`src/rtl/accum_pkg.sv`:
```
// Shared defaults and saturation limits for the channelised accumulator.
package accum_pkg;

    localparam int DEF_DATA_W = 16;
    localparam int DEF_ACC_W  = 18;
    localparam int DEF_NUM_CH = 2;
    localparam int DEF_LEN    = 16;
    localparam int LIM_W      = 64;

    function automatic logic [LIM_W-1:0] sat_max(input int w);
        return (64'd1 << (w - 1)) - 64'd1;
    endfunction

    // Low w bits hold the most negative w-bit value.
    function automatic logic [LIM_W-1:0] sat_min(input int w);
        return 64'd1 << (w - 1);
    endfunction

    function automatic int ch_w(input int n);
        return (n > 1) ? $clog2(n) : 1;
    endfunction

endpackage

```
`src/rtl/sat_add.sv`:
```
// Sign-extending saturating adder: acc + data clamped to the ACC_W range.
module sat_add
    import accum_pkg::*;
#(
    parameter int DATA_W = DEF_DATA_W,
    parameter int ACC_W  = DEF_ACC_W
) (
    input  logic [ACC_W-1:0]  acc,
    input  logic [DATA_W-1:0] data,
    output logic [ACC_W-1:0]  sum,
    output logic              ovf
);

    localparam logic [ACC_W-1:0] MAX = ACC_W'(sat_max(ACC_W));
    localparam logic [ACC_W-1:0] MIN = ACC_W'(sat_min(ACC_W));

    logic [ACC_W:0] a_x;
    logic [ACC_W:0] d_x;
    logic [ACC_W:0] s_x;

    assign a_x = {acc[ACC_W-1], acc};
    assign d_x = {{(ACC_W + 1 - DATA_W){data[DATA_W-1]}}, data};
    assign s_x = a_x + d_x;

    // One guard bit: top two bits differ only on overflow.
    assign ovf = s_x[ACC_W] ^ s_x[ACC_W-1];

    always_comb begin
        sum = s_x[ACC_W-1:0];
        if (ovf) begin
            sum = s_x[ACC_W] ? MIN : MAX;
        end
    end

endmodule

```
`src/rtl/accum_sat_chan.sv`:
```
// Per-channel saturating accumulator emitting one sum every LEN samples.
module accum_sat_chan
    import accum_pkg::*;
#(
    parameter int DATA_W = DEF_DATA_W,
    parameter int ACC_W  = DEF_ACC_W,
    parameter int NUM_CH = DEF_NUM_CH,
    parameter int LEN    = DEF_LEN
) (
    input  logic                      clk,
    input  logic                      rst_n,
    input  logic                      clr,
    input  logic                      in_vld,
    output logic                      in_rdy,
    input  logic [ch_w(NUM_CH)-1:0]   in_ch,
    input  logic [DATA_W-1:0]         in_data,
    output logic                      out_vld,
    input  logic                      out_rdy,
    output logic [ch_w(NUM_CH)-1:0]   out_ch,
    output logic [ACC_W-1:0]          out_data,
    output logic                      out_sat
);

    localparam int CH_W  = ch_w(NUM_CH);
    localparam int CNT_W = $clog2(LEN);

    logic [ACC_W-1:0] acc_q [NUM_CH];
    logic [CNT_W-1:0] cnt_q [NUM_CH];
    logic             sat_q [NUM_CH];

    logic [CH_W-1:0]  sel;
    logic             ch_ok;
    logic             take;
    logic             last;
    logic             sat_nxt;
    logic             ovf;
    logic [ACC_W-1:0] sum;

    assign in_rdy = !out_vld || out_rdy;

    // Out-of-range channels are consumed but never touch state.
    assign ch_ok   = 32'(in_ch) < NUM_CH;
    assign sel     = ch_ok ? in_ch : '0;
    assign take    = in_vld && in_rdy && ch_ok;
    assign last    = cnt_q[sel] == CNT_W'(LEN - 1);
    assign sat_nxt = sat_q[sel] | ovf;

    sat_add #(
        .DATA_W (DATA_W),
        .ACC_W  (ACC_W)
    ) u_add (
        .acc  (acc_q[sel]),
        .data (in_data),
        .sum  (sum),
        .ovf  (ovf)
    );

    always_ff @(posedge clk or negedge rst_n) begin
        if (!rst_n) begin
            for (int i = 0; i < NUM_CH; i++) begin
                acc_q[i] <= '0;
                cnt_q[i] <= '0;
                sat_q[i] <= 1'b0;
            end
            out_vld  <= 1'b0;
            out_ch   <= '0;
            out_data <= '0;
            out_sat  <= 1'b0;
        end else if (clr) begin
            for (int i = 0; i < NUM_CH; i++) begin
                acc_q[i] <= '0;
                cnt_q[i] <= '0;
                sat_q[i] <= 1'b0;
            end
            out_vld <= 1'b0;
        end else begin
            if (out_vld && out_rdy) begin
                out_vld <= 1'b0;
            end
            if (take) begin
                if (last) begin
                    out_vld    <= 1'b1;
                    out_ch     <= sel;
                    out_data   <= sum;
                    out_sat    <= sat_nxt;
                    acc_q[sel] <= '0;
                    cnt_q[sel] <= '0;
                    sat_q[sel] <= 1'b0;
                end else begin
                    acc_q[sel] <= sum;
                    cnt_q[sel] <= cnt_q[sel] + 1'b1;
                    sat_q[sel] <= sat_nxt;
                end
            end
        end
    end

endmodule

```
`config.mk`:
```
export PLATFORM = sky130hd
export DESIGN_NAME = accum_sat_chan
export DESIGN_NICKNAME = d
export VERILOG_FILES = /design/src/rtl/accum_pkg.sv /design/src/rtl/sat_add.sv /design/src/rtl/accum_sat_chan.sv
export SDC_FILE = /design/constraint.sdc
export NUM_CORES = 1
export LEC_CHECK = 0
export BUFFER_PORTS_ARGS = -buffer_cell sky130_fd_sc_hd__buf_4
export CORE_UTILIZATION = 27
export CTS_CLUSTER_DIAMETER = 100
export DETAILED_ROUTE_END_ITERATION = 8
export PLACE_DENSITY = 0.48
export SETUP_SLACK_MARGIN = 0.05
export SLEW_MARGIN = 10
export SYNTH_ARGS = -nofsm -noshare
export SYNTH_HDL_FRONTEND = slang
export SYNTH_SLANG_ARGS = --single-unit
```
`constraint.sdc`:
```
create_clock -name clk -period 3.9 [get_ports clk]
set_input_delay 0.39 -clock clk [delete_from_list [all_inputs] [get_ports clk]]
set_output_delay 0.39 -clock clk [all_outputs]
set_load 0.02 [all_outputs]
```
# == Word level (Yosys, flattened, before mapping) ==
# Index checks and enable logic that the tools add are counted.
# word_totals
latch_bits,0
reg_bits,67
mem_count,0
rom_bits,0
input_bits,22
ram_bits,0
# op_classes
shifts,0
eq_ne,1
n_mux,33
n_div,0
magnitude_cmp,2
n_reduce_logical,7
bitwise_logic,10
n_mul,0
n_addsub,2
# ops
operator,n
two-way mux 18 bit,6
two-way mux 36 bit,3
AND 36 bit,1
bitwise mux 36 bit,1
inverter 36 bit,1
two-way mux 8 bit,3
adder 18 x 16 -> 19 bit,1
demux 18 bit (select 1 bit),1
two-way mux 4 bit,4
AND 8 bit,1
bitwise mux 8 bit,1
two-way mux 1 bit,8
inverter 8 bit,1
two-way mux 2 bit,3
"adder 4 x 1 -> 4 bit, second input constant",1
demux 4 bit (select 1 bit),1
"equality test 4 bit, second input constant",1
logical AND 1 bit,3
AND reduction 3 bit,1
AND 2 bit,1
bitwise mux 2 bit,1
"greater-or-equal comparator 2 bit, second input constant",1
"< comparator 2 x 1 -> 1 bit, second input constant",1
inverter 1 -> 2 bit,1
other kinds (8),8

# == Depth between registers and ports, before layout ==
# Gate-level depths: netlist (run 1).
# depth
ltp_word,11
ltp_mapped,16
depth_no_buf,11

# == Hierarchy ==
# Synthesis (run 1) repeated with hierarchy kept, for this count alone.
# hier_totals
cells_unflattened,397
area_unflattened_um2,4033.9
# modules_own_cells
mod,instances,area_each_um2,cells_per_inst
accum_sat_chan,1,2949.1,246
sat_add,1,1084.8,151

# == Worst setup path before layout (run 1) ==
# OpenSTA, ideal clock, no wires.
# synth_timing
path_kind,input-to-reg
startpoint,input port in_ch
endpoint,register out_data[11]
setup_time_ps,125
required_ps,3775
setup_slack_ps,-283
arrival_time_ps,4058
path_stages,15
cell_sequence,buf_2 -> buf_1 -> clkbuf_1 -> mux2_2 -> ha_1 -> buf_2 -> nand4_2 -> or3_1 -> a211o_1 -> and3_1 -> buf_6 -> xnor2_2 -> buf_4 -> maj3_1 -> mux2_2
# synth_via
elab_chain_cells,7
elab_cells_between_ends,13
cone_classes,add/sub (1); eq/ne (1); mux (8); bitwise (2); reduce/logical (1)
# synth_rtl
item,line_no,rtl
from (decl),accum_sat_chan.sv:15,"input logic [ch_w(NUM_CH)-1:0] in_ch,"
inverter 1 -> 2 bit (not written as such) (*),"accum_sat_chan.sv:45, accum_sat_chan.sv:52",
two-way mux 18 bit (not written as such) (3 in series),accum_sat_chan.sv:52,".acc (acc_q[sel]),"
adder 18 x 16 -> 19 bit,sat_add.sv:23,assign s_x = a_x + d_x;
two-way mux 18 bit / XOR 1 bit (equally long branches),"sat_add.sv:31, sat_add.sv:26",
two-way mux 18 bit,sat_add.sv:30,if (ovf) begin
to (signal assigned),accum_sat_chan.sv:84,out_data <= sum;
to (decl),accum_sat_chan.sv:20,"output logic [ACC_W-1:0] out_data,"
# Mark *: on every way between the ends. The rest lies on a longest branch, timed or not. The select of a mux whose other input is x is not followed.
# A chain may end at the register's enable or synchronous reset.

# == Worst setup path in the final report (run 1) ==
# layout_timing
startpoint,input port in_ch
endpoint,register out_data[6]
# Same word-level chain as after synthesis.

==> impl_metrics.csv, run 1 <==
group,metric,value,unit
routing,drt-vias-per-instance,5.12,
logic_synthesis,synth_warnings,0,
power_and_ir_drop,p_clk_frac,0.340,
global_route,antenna_found_initial,0,
power_and_ir_drop,seqPwrFrac,0.336,
cts,clock_sinks,67,
setup_path,slowest_stage,"a32oi_1",
cts,clk_pin_slew,50,ps
placed_design,dpl_worst_slack,-20.8,ps
power_and_ir_drop,power.internal,0.00154,W
power_and_ir_drop,power-per-cell-area,430,nW/um2
finish,antenna_cells,0,
routing,antenna_left,0,
placed_design,hpwl,9520,um
sta,min_period,3530,ps
power_and_ir_drop,p_switching,0.000741,W
routing,drtIter0Drc,226,
routing,via_count,3776,
floorplanning,rows,45,
setup_path,start_kind,"input port",
floorplanning,die-area,16500,um2
cts,clock-root-buffer,"clkbuf_16",
logic_synthesis,avgSynthCellArea,9.26,um2
cts,tritoncts,"yes",
floorplanning,core_area,15400,um2
routing,wl_per_cell,17.5,um
logic_synthesis,syn_inst,466,
setup_path,slowest_delay,470,ps
routing,route.met2.wl,6110,um
global_route,grt_pass1_wl,20600,um
sta,worst_slew_pin_slew,887,ps
routing,drc_errors,0,
power_and_ir_drop,power,0.00229,W
global_route,grt_start_max_net_pins,68,
setup_path,cp.arrival,3800,ps
setup_path,crit_top_cell,"buf_4",
sta,max_freq,283,MHz
sta,relSlewSlack,0.409,
sta,finClkSkew,3.75,ps
run,cap_violations,0,
power_and_ir_drop,vdd_ir_drop_max,256,uV
floorplanning,die_w,128,um
power_and_ir_drop,switching_share,0.324,
routing,drtPass1Iterations,5,
finish,most-common-layout-cells,"buf_4 (69), nand2_1 (68), dfrtp_1 (67)",
sta,setup_viol,0,
setup_path,crit_chain,"buf_4 > mux2_2 > ha_1 > buf_4 > a21oi_1 > a21oi_1 > a211oi_1 > and3_1 > buf_4 > o21ai_1 > a32oi_1 > mux2_2",
global_route,grt_usage,0.164,
global_route,grt_pass1_vias,3821,
finish,postLayoutCoreUtil,0.345,
placed_design,port_buffers,43,
logic_synthesis,synthesis.area,4320,um2
setup_path,path_buf_inv,3,
floorplanning,pin_count,44,
setup_path,cp.required,4160,ps
finish,drive_gt1_frac,0.230,
sta,report.final.slew_viol_count,0,
logic_synthesis,syn_nets,508,
sta,min_period_over_period,0.906,
setup_path,cp-end-kind,"register",
placed_design,place_congestion,0.851,
logic_synthesis,yosysSeqAreaShare,0.388,
setup_path,worstPathMaxFanout,26,
routing,wirelength_met1,6110,um
sta,hold_viol_final,0,
setup_path,critPathTopFamily,"compound AO/OA/AOI/OAI gates",
cts,cts_buffers,9,
routing,top_layer_used,"met4",
setup_path,critPathKind,"in2reg",
routing,route.met3.wl,511,um
logic_synthesis,ys_seq_elements,67,
outcome,outcome,"finished clean",
cts,postCtsSetupRepairBufs,0,
logic_synthesis,ys.flop_type,"dfrtp_1",
logic_synthesis,synth_edf_count,0,
cts,insertion_delay,320,ps
power_and_ir_drop,pwr-share-comb,0.324,
finish,area_growth,23.2,%
power_and_ir_drop,p_leak,2.43,nW
sta,rsz0062_at_grt,"false",
finish,fin_nets,564,
global_route,grt-ovfl-total,0,
logic_synthesis,ys_types,55,
sta,setup_ws,366,ps
floorplanning,die_y,128,um
finish,final_common_cell,"buf_4",
cts,ctsLongestPathBuffers,2,
routing,wl,12900,um
hold_path,hold_path_class,"in2async",
logic_synthesis,synth-async-reset-ratio,1.00,
floorplanning,start_util,0.280,
cts,cts_max_level,3,
==> final cells by class <==
type                    instances  area [um2]
fillers                      1605       10100
multi-input cells             364        2510
flip-flops and latches         67        1680
repair buffers                 70         538
clock buffers                  15         288
well taps                     211         264
inverters                      10        37.5
clock inverters                 1        5.00
==> state kept, by name, indices dropped and copies added (netlist names) <==
name,count
out_ch,1
out_sat,1
out_data,18
sat_q,2
out_vld,1
acc_q,36
cnt_q,8
==> cell usage after synthesis (all sizes together) (5+ instances only) <==
cell / number / area share
dfrtp: 67 / 0.39
o21a: 8 / 0.014
nand2: 68 / 0.059
ha: 19 / 0.055
nand3: 13 / 0.015
o211ai: 10 / 0.017
nand4: 5 / 0.0087
o21ai: 30 / 0.035
a22o: 16 / 0.032
nor3: 13 / 0.015
nor2: 18 / 0.016
or3: 13 / 0.020
o31ai: 7 / 0.012
maj3: 10 / 0.023
inv: 10 / 0.0087
clkbuf: 16 / 0.014
a21oi: 30 / 0.035
xnor2: 10 / 0.022
nand2b: 6 / 0.0087
buf: 9 / 0.013
a31oi: 6 / 0.0087
mux2: 30 / 0.078
a21boi: 5 / 0.0087
==> repair_timing <==
item	CTS	global route
hold buffers	0	0
endpoints found under the setup margin	0	3
gates resized for setup	0	1
==> stage by stage <==
stage | instances | hold slack (ps) | TNS (ps) | cell area, um2
CTS | 738 | 210 | 0 | 5310
finish | 738 | 162 | 0 | 5320
global route | 738 | 232 | 0 | 5320
global placement | 722 | 458 | 0 | 5010
floorplan | 466 | 94.4 | 0 | 4320
detailed placement | 722 | 462 | -41.5 | 5010
==> routing by layer <==
layer	GRT usage	vias to the layer above
li1	-	1830
met4	0.0464	0
met1	0.217	1855
met3	0.0337	11
met2	0.269	80
met5	0	-
==> final timing paths <==
check                          start      endpoint  slack [ps]  cells after the start
setup reg to reg           acc_q[15]   out_data[6]         520                     11
max in group asynchronous      rst_n     acc_q[25]        3120                      1
min in group clk                 clr      cnt_q[3]         370                      2
hold reg to reg            acc_q[34]     acc_q[34]         470                      2
setup / recovery               in_ch   out_data[6]         370                     12
hold / removal                 rst_n  out_data[11]         160                      1
==> power groups by stage <==
stage          Clock (W)  Combinational (W)  Sequential [W]
6_report        0.000777           0.000742        0.000767
4_1_cts         0.000797           0.000740        0.000767
2_1_floorplan          0           0.000494        0.000770
3_3_place_gp           0           0.000728        0.000777
3_5_place_dp           0           0.000737        0.000778
5_1_grt         0.000828           0.000819        0.000772
==> logic make-up (layout without fill, tap and decap cells) <==
kind of cell | count (synthesis) | after routing | synth area share
AOI/OAI and AO/OA | 136 | 136 | 0.212
xor gates and xnor gates | 14 | 14 | 0.0301
adders and majority gates | 30 | 30 | 0.0829
buffers and inverters | 35 | 96 | 0.0359
DFF | 67 | 67 | 0.388
muxes | 33 | 33 | 0.0852
and+or+nand+nor | 151 | 151 | 0.166
Power figures use the tool's default switching activity.
==> run 2, diff against run 1 <==
ABC_AREA = 1   (was not set)
==> impl_metrics.csv, run 2 <==
group,metric,value,unit
logic_synthesis,synth_warnings,0,
global_route,busiest_layer,"met2",
finish,fillers,1816,
logic_synthesis,yosysSeqAreaShare,0.365,
setup_path,start_kind,"input port",
logic_synthesis,ys_types,37,
global_route,grt_start_max_net_pins,68,
routing,drc_errors,0,
finish,area_growth,18.5,%
sta,min_period,3080,ps
setup_path,cp-endpoint,"acc_q[26]",
logic_synthesis,synth_top_area_share,0.365,
logic_synthesis,yosysTopAreaCell,"dfrtp_1",
floorplanning,die_w,132,um
cts,tritoncts,"yes",
sta,relSlewSlack,0.400,
routing,antenna_left,0,
sta,report.final.slew_viol_count,0,
routing,wl_per_cell,15.4,um
finish,most-common-layout-cells,"nand2_1 (270), dfrtp_1 (67), a21oi_1 (51)",
logic_synthesis,synthesis.area,4590,um2
global_route,antenna_found_initial,0,
setup_path,r2r_slack,1100,ps
global_route,met3_usage,0.0211,
finish,final_area,5440,um2
run,cap_violations,0,
global_route,grt_pass1_vias,4376,
logic_synthesis,syn_inst,670,
global_route,grt_usage,0.171,
cts,postCtsSetupRepairBufs,0,
sta,setup-tns-final,0,ps
sta,worst_slew_pin_slew,901,ps
power_and_ir_drop,power,0.00223,W
outcome,outcome,"finished clean",
cts,cts_max_level,3,
setup_path,cp.required,4110,ps
logic_synthesis,avgSynthCellArea,6.85,um2
finish,drive_gt1_frac,0.131,
setup_path,crit_start,"in_ch",
logic_synthesis,syn_nets,712,
finish,final_common_cell,"nand2_1",
power_and_ir_drop,p_leak,2.85,nW
logic_synthesis,synth_common_cells,"nand2_1 (270), dfrtp_1 (67), a21oi_1 (51)",
sta,max_freq,325,MHz
floorplanning,rows,47,
routing,drtIter0Drc,322,
setup_path,cp-end-kind,"register",
global_route,grtUsageMet2,0.266,
cts,insertion_delay,330,ps
setup_path,cp.arrival,3290,ps
floorplanning,core_area,16600,um2
floorplanning,start_util,0.277,
finish,regMostFlops,"acc_q",
placed_design,port_buffers,43,
cts,hold_buffers,0,
logic_synthesis,synth_edf_count,0,
floorplanning,die_y,132,um
finish,reg.largest.list,"acc_q x36, out_data x18, cnt_q x8",
routing,drtPass1Iterations,4,
setup_path,rr_startpoint,"acc_q[19]",
finish,largest_reg_flops,36,
cts,ctsLongestPathBuffers,2,
setup_path,reg2reg_depth,14,
global_route,grt-ovfl-total,0,
finish,fin_nets,748,
logic_synthesis,ys.flop_type,"dfrtp_1",
routing,drt-vias-per-instance,4.80,
cts,post_cts_resized,0,
cts,clk_pin_slew,60,ps
placed_design,place_congestion,0.846,
routing,wl,14300,um
routing,via_count,4468,
sta,min_period_over_period,0.790,
setup_path,worstPathMaxFanout,32,
logic_synthesis,synthMostInstantiatedCell,"nand2_1",
logic_synthesis,ys_seq_elements,67,
global_route,grt_pass1_wl,23400,um
finish,antenna_cells,0,
floorplanning,pin_count,44,
placed_design,place_area,5130,um2
sta,finClkSkew,4.89,ps
cts,clock_sinks,67,
sta,setup_viol,0,
cts,clock-root-buffer,"clkbuf_16",
power_and_ir_drop,vdd_ir_drop_max,186,uV
logic_synthesis,yosys-top-cells-area,"dfrtp_1 (37%), nand2_1 (22%), a21oi_1 (5.6%)",
placed_design,hpwl,10300,um
power_and_ir_drop,power-per-cell-area,410,nW/um2
setup_path,critPathKind,"in2reg",
hold_path,hold_path_class,"in2async",
cts,cts_buffers,9,
floorplanning,die-area,17500,um2
logic_synthesis,synth-async-reset-ratio,1.00,
global_route,globalRouteMet1Util,0.247,
setup_path,r2r_end,"acc_q[26]",
sta,rsz0062_at_grt,"false",
sta,hold_viol_final,0,
[run 2: final cells by class]
class                      instances  area, um2  share of cell area
multi-input combinational        527       2600               0.477
inverter                          50        188              0.0345
clock inverter                     1       30.0             0.00552
clock buffer                      15        278              0.0511
timing repair buffer              51        395              0.0727
sequential                        67       1680               0.308
tap                              220        275              0.0506
[run 2: critical path, cell delays in order]
cell,delay (ps)
buf_4,300
buf_4,380
nand2_1,90
nand2_1,90
ha_1,220
inv_1,70
fa_1,430
nand3b_1,200
nand3_2,120
nand2_2,70
nand3_2,120
nand4_4,320
nand2_1,220
nand2_1,110
nand2_1,60
o21ai_0,80
[run 2: cells by family (layout without fill, tap and decap cells)]
family	Yosys count	count (layout)	share of synthesized area
and+or+nand+nor	375	375	0.350
AOI/OAI and AO/OA	119	119	0.134
buffers and inverters	76	117	0.0687
DFF	67	67	0.365
adders and majority gates	20	20	0.0562
xor gates and xnor gates	13	13	0.0248
[run 2: routing by layer]
metal | up-vias | share of wire
met2 | 117 | 0.45
met1 | 2095 | 0.49
met5 | - | 0
li1 | 2239 | -
met3 | 17 | 0.049
met4 | 0 | 0.015
[run 2: worst min-delay path by stage]
stage / from / endpoint / slack [ps] / cells past startpoint
final: rst_n / out_data[16] / 170 / 1
after global routing: rst_n / out_data[16] / 250 / 1
after CTS: rst_n / acc_q[34] / 230 / 1
after detailed placement: out_data[7] / out_data[7] / 480 / 2
after global placement: out_data[7] / out_data[7] / 470 / 2
after floorplan: rst_n / acc_q[0] / 90 / 0
[run 2: power breakdown]
part / internal, W / switching (W) / total [W] / leakage, nW
Clock: 0.000548 / 0.000299 / 0.000848 / 0.150
Sequential: 0.000741 / 0.0000309 / 0.000772 / 0.922
Combinational: 0.000189 / 0.000421 / 0.000609 / 1.78
Total: 0.00148 / 0.000751 / 0.00223 / 2.85
[run 2: through the flow]
step | utilization | setup WS (ps) | hold WS (ps) | instances
floorplan | - | 842 | 94.4 | 670
finish | 0.328 | 819 | 169 | 931
global route | 0.328 | 523 | 255 | 931
global placement | 0.309 | 431 | 472 | 915
CTS | 0.328 | 791 | 226 | 931
detailed placement | 0.309 | 448 | 475 | 915
